--- src/rtl/count_wrap_monitor_pkg.sv ---
// Shared FSM state encoding and transition classes for the count wrap monitor.
`timescale 1ns/1ps
package count_wrap_monitor_pkg;

    typedef enum logic [1:0] {
        ST_IDLE  = 2'd0,
        ST_TRACK = 2'd1,
        ST_ERROR = 2'd2
    } state_t;

    typedef enum logic [1:0] {
        LEGAL_INC = 2'd0,
        WRAP      = 2'd1,
        CLEAR     = 2'd2,
        ILLEGAL   = 2'd3
    } step_cls_t;

endpackage

--- src/rtl/count_step_classifier.sv ---
// Combinational classifier of one counter step (prev -> count_in).
`timescale 1ns/1ps
module count_step_classifier
    import count_wrap_monitor_pkg::*;
#(
    parameter int WIDTH = 4
) (
    input  logic [WIDTH-1:0] prev,
    input  logic [WIDTH-1:0] count_in,
    output step_cls_t        step_cls
);

    localparam logic [WIDTH-1:0] MAX = {WIDTH{1'b1}};

    logic [WIDTH-1:0] expected;
    assign expected = prev + WIDTH'(1);

    // Wrap must be tested before clear: both see count_in == 0.
    always_comb begin
        step_cls = ILLEGAL;
        if (prev == MAX && count_in == '0) begin
            step_cls = WRAP;
        end else if (count_in == '0) begin
            step_cls = CLEAR;
        end else if (prev != MAX && count_in == expected) begin
            step_cls = LEGAL_INC;
        end
    end

endmodule

--- src/rtl/count_wrap_monitor.sv ---
// Checks an upstream up-counter for +1/clear steps; reports wraps, matches and sticky errors.
`timescale 1ns/1ps
module count_wrap_monitor
    import count_wrap_monitor_pkg::*;
#(
    parameter int WIDTH     = 4,
    parameter int WRAP_W    = 8,
    parameter int ERR_LIMIT = 2
) (
    input  logic              clk,
    input  logic              reset,
    input  logic [WIDTH-1:0]  count_in,
    input  logic [WIDTH-1:0]  cmp_val,
    input  logic              clr_err,
    output logic              match_pulse,
    output logic              wrap_pulse,
    output logic [WRAP_W-1:0] wrap_count,
    output logic              seq_err,
    output logic [1:0]        state
);

    localparam int MIS_W = $clog2(ERR_LIMIT + 1);

    state_t            cur_state, nxt_state;
    step_cls_t         step_cls;
    logic [WIDTH-1:0]  prev;
    logic [MIS_W-1:0]  mis_cnt, nxt_mis, mis_inc;
    logic              nxt_wrap_pulse, nxt_seq_err;
    logic [WRAP_W-1:0] nxt_wrap_count;

    count_step_classifier #(.WIDTH(WIDTH)) u_classifier (
        .prev     (prev),
        .count_in (count_in),
        .step_cls (step_cls)
    );

    assign mis_inc = mis_cnt + MIS_W'(1);
    assign state   = cur_state;

    always_comb begin
        nxt_state      = cur_state;
        nxt_mis        = mis_cnt;
        nxt_wrap_pulse = 1'b0;
        nxt_wrap_count = wrap_count;
        nxt_seq_err    = seq_err;
        case (cur_state)
            ST_IDLE: begin
                nxt_state = ST_TRACK;
            end
            ST_TRACK: begin
                case (step_cls)
                    WRAP: begin
                        nxt_wrap_pulse = 1'b1;
                        nxt_wrap_count = wrap_count + WRAP_W'(1);
                        nxt_mis        = '0;
                    end
                    LEGAL_INC, CLEAR: nxt_mis = '0;
                    default: begin
                        // clr_err on the same edge cancels the illegal sample
                        if (!clr_err) begin
                            nxt_mis = mis_inc;
                            if (mis_inc >= MIS_W'(ERR_LIMIT)) begin
                                nxt_state   = ST_ERROR;
                                nxt_seq_err = 1'b1;
                            end
                        end
                    end
                endcase
                if (clr_err) nxt_mis = '0;
            end
            ST_ERROR: begin
                if (clr_err) begin
                    nxt_state   = ST_IDLE;
                    nxt_seq_err = 1'b0;
                    nxt_mis     = '0;
                end
            end
            default: nxt_state = ST_IDLE;
        endcase
    end

    always_ff @(posedge clk or negedge reset) begin
        if (!reset) begin
            cur_state   <= ST_IDLE;
            prev        <= '0;
            mis_cnt     <= '0;
            match_pulse <= 1'b0;
            wrap_pulse  <= 1'b0;
            wrap_count  <= '0;
            seq_err     <= 1'b0;
        end else begin
            cur_state   <= nxt_state;
            prev        <= count_in;
            mis_cnt     <= nxt_mis;
            match_pulse <= (count_in == cmp_val);
            wrap_pulse  <= nxt_wrap_pulse;
            wrap_count  <= nxt_wrap_count;
            seq_err     <= nxt_seq_err;
        end
    end

endmodule
--- config.mk ---
export PLATFORM = sky130hd
export DESIGN_NAME = count_wrap_monitor
export DESIGN_NICKNAME = d
export VERILOG_FILES = /design/src/rtl/count_wrap_monitor_pkg.sv /design/src/rtl/count_step_classifier.sv /design/src/rtl/count_wrap_monitor.sv
export SDC_FILE = /design/constraint.sdc
export NUM_CORES = 1
export LEC_CHECK = 0
export CORE_MARGIN = 4
export CORE_UTILIZATION = 40
export CTS_CLUSTER_DIAMETER = 80
export DETAILED_ROUTE_END_ITERATION = 6
export PLACE_DENSITY = 0.72
export SLEW_MARGIN = 20
export SYNTH_ARGS = -nofsm -noshare
export SYNTH_HDL_FRONTEND = slang
export SYNTH_SLANG_ARGS = --single-unit
--- constraint.sdc ---
create_clock -name clk -period 1.8 [get_ports clk]
set_clock_uncertainty 0.15 [all_clocks]
set_input_delay 0.18 -clock clk [delete_from_list [all_inputs] [get_ports clk]]
set_output_delay 0.18 -clock clk [all_outputs]
set_load 0.02 [all_outputs]
==> flow_summary_export.csv <==
group,metric,value,unit
floorplanning,core-area,2040,um^2
global_route,grt_max_degree,20,
critical_path,r2r_slack,0.13,ns
logic_synthesis,yosysWarnings,0,
logic_synthesis,ys_seq_elements,19,
global_route,grt_overflow,0,
critical_path,crit_path_end_kind,"output pin",
cts,clk_path_buf_depth,2,
critical_path,worstSetupPathType,"reg2out",
timing,whs,0.0367,ns
logic_synthesis,synth_area,890,um^2
logic_synthesis,syn_nets,87,
power_and_ir_drop,ir_drop,459,uV
placement,place_area,1240,um^2
critical_path,crit_family,"buffers and inverters",
timing,timing.slew.headroom,79.9,%
detailed_routing,route.detailed.wl_per_inst,13.0,um
timing,setup_tns,0,ns
run,drv_cap,0,
floorplanning,io-pin-count,24,
cts,insertion_delay,0.31,ns
timing,fin_crit_sh,94.7,%
floorplanning,dieArea,3040,um^2
global_route,grt_pass1_vias,668,
logic_synthesis,synth_area_per_cell,12.0,um^2
detailed_routing,drt-total-wl,1.83,mm
cts,clock-root-buffer,"clkbuf_4",
final_layout,post-route-cell-area,1310,um^2
cts,clock_sinks,19,
cts,cts_setup_buffers,0,
timing,maxSlewViolCount,0,
logic_synthesis,synthCells,74,
timing,finalSetupViolations,0,
timing,max_freq,587,MHz
power_and_ir_drop,p_seq_share,45.5,%
hold_path,hold_path.class,"in2async",
power_and_ir_drop,p_clk_share,19.8,%
power_and_ir_drop,switching_power,0.373,mW
critical_path,crit_required,1.47,ns
power_and_ir_drop,power.internal,0.766,mW
final_layout,fillerInstances,172,
detailed_routing,vias_per_cell,4.91,
detailed_routing,drtIter0Drc,9,
global_route,grt_pass1_wl,2.99,mm
power_and_ir_drop,combPwrFrac,34.6,%
placement,place_congestion,0.724,
cts,numCtsBuffers,3,
global_route,antenna_found_initial,0,
detailed_routing,drc_errors,0,
logic_synthesis,yosysSeqAreaShare,53.4,%
cts,path_clk_slew,0.12,ns
floorplanning,rows,16,
floorplanning,fp.dieH,55.2,um
floorplanning,initial_utilization,43.6,%
floorplanning,dieWidth,55.2,um
final_layout,areaGrowthSynthToFinish,47.7,%
timing,period_minus_slack,1.70,ns
power_and_ir_drop,leakagePower,0.621,nW
critical_path,slowest_stage,"clkdlybuf4s50_1",
placement,port_buffers,23,
placement,dp_hpwl,1.38,mm
detailed_routing,vias,692,
final_layout,drive_above_1_share,19.3,%
detailed_routing,final_antenna_net_count,0,
outcome,status,"completed",
logic_synthesis,yosysUniqueCellTypes,27,
power_and_ir_drop,power.total,1.14,mW
power_and_ir_drop,powerDensity,867,nW/um^2
global_route,groute.usage.overall,14.4,%
timing,hold_viol,0,
timing,grt_setup_unrepaired,"false",
power_and_ir_drop,p_sw_share,32.8,%
critical_path,slowest_delay,0.63,ns
final_layout,final_cell_mix,"clkdlybuf4s50_1 (18), dfrtp_1 (18), buf_4 (11)",
cts,cts_tree,"done",
final_layout,nNetsFinal,128,
critical_path,arrival,1.37,ns
final_layout,diodes,0,
critical_path,timing.critical_path.fanout_max,5,
timing,worst_slew_pin_slew,0.300,ns
critical_path,crit_buf_inv,1,
cts,cts.htree.levels,1,
critical_path,crit_path_start_kind,"flop",
critical_path,crit_chain,"clkdlybuf4s50_1",
detailed_routing,drtPass1Iterations,2,
power by group through the flow:
stage	registers, mW	clock network (mW)	logic (mW)
global route	0.526	0.258	0.442
CTS	0.519	0.231	0.394
global placement	0.524	0	0.383
finish	0.518	0.226	0.395
floorplan	0.568	0	0.181
detailed placement	0.528	0	0.390
cell families after synthesis:
family                   Yosys count  synth area share [%]
multiplexers                       1                  1.27
adder cells (fa/ha/maj)            2                  2.81
buffers and inverters              3                  1.27
AND/OR/NAND/NOR                   23                  17.0
AO/OA/AOI/OAI                      9                  5.91
XOR/XNOR                          17                  18.3
flip-flops                        19                  53.4
layer usage:
metal  share of wire [%]  track usage, %  vias up
met5                   0               0        -
met4                 1.3            7.29        0
met3                 6.5            3.49        2
met2                  44            21.9       21
li1                    -               -      339
met1                  48            19.1      330
state kept, by name, summed over array words and instances (netlist names):
register	cells
mis_cnt	2
wrap_count	8
wrap_pulse	1
prev	4
state	2
match_pulse	1
seq_err	1
path summary, 6_finish.rpt:
path,cells past startpoint,endpoint,from
setup / recovery,1,wrap_count[2],wrap_count[2]
hold / removal,2,seq_err,reset
setup reg to reg,6,wrap_count[7],prev[0]
hold reg to reg,1,wrap_count[7],wrap_count[7]
max in group asynchronous,2,state[1],reset
min in group clk,5,wrap_count[3],count_in[0]
stage by stage:
stage	util, %	setup slack (ns)	std cells
after floorplan	-	0.0293	74
after global placement	60.5	-0.320	134
after detailed placement	60.5	-0.361	134
after CTS	61.9	0.0131	138
after global routing	64.3	0.0275	141
final	64.3	0.0954	141
cell usage after synthesis:
cell,instances,area [um^2]
dfrtp_1,19,475
xnor2_1,8,70.1
xor2_1,8,70.1
nand4_1,5,31.3
o21ai_0,5,25.0
nand2_1,3,11.3
nand3_1,3,15.0
and3_1,2,12.5
ha_1,2,25.0
inv_1,2,7.51
a211oi_1,1,7.51
a22oi_1,1,7.51
a31oi_1,1,6.26
and4_2,1,10.0
clkbuf_1,1,3.75
mux2_2,1,11.3
nand2b_1,1,6.26
nor2_1,1,3.75
nor2b_1,1,6.26
nor3_1,1,5.00
nor3_4,1,16.3
nor3b_1,1,7.51
nor4_1,1,6.26
o22ai_1,1,6.26
or2b_2,1,8.76
or4_4,1,11.3
xnor3_1,1,22.5
layout make-up:
class	instances	area (um^2)	area share [%]
clock buffers	3	22.5	1.71
clock inverters	1	5.00	0.381
multi-input cells	52	413	31.4
well taps	27	33.8	2.57
flip-flops and latches	19	477	36.3
inverters	2	7.51	0.571
repair buffers	37	355	27.0
what timing repair did:
item / in CTS / in global routing
endpoints found under the hold margin: 0 / 3
pin swaps: 1 / 4
hold buffers: 0 / 3
endpoints found under the setup margin: 4 / 10
gates resized for setup: 1 / 7
(Power assumes the default switching activity.)
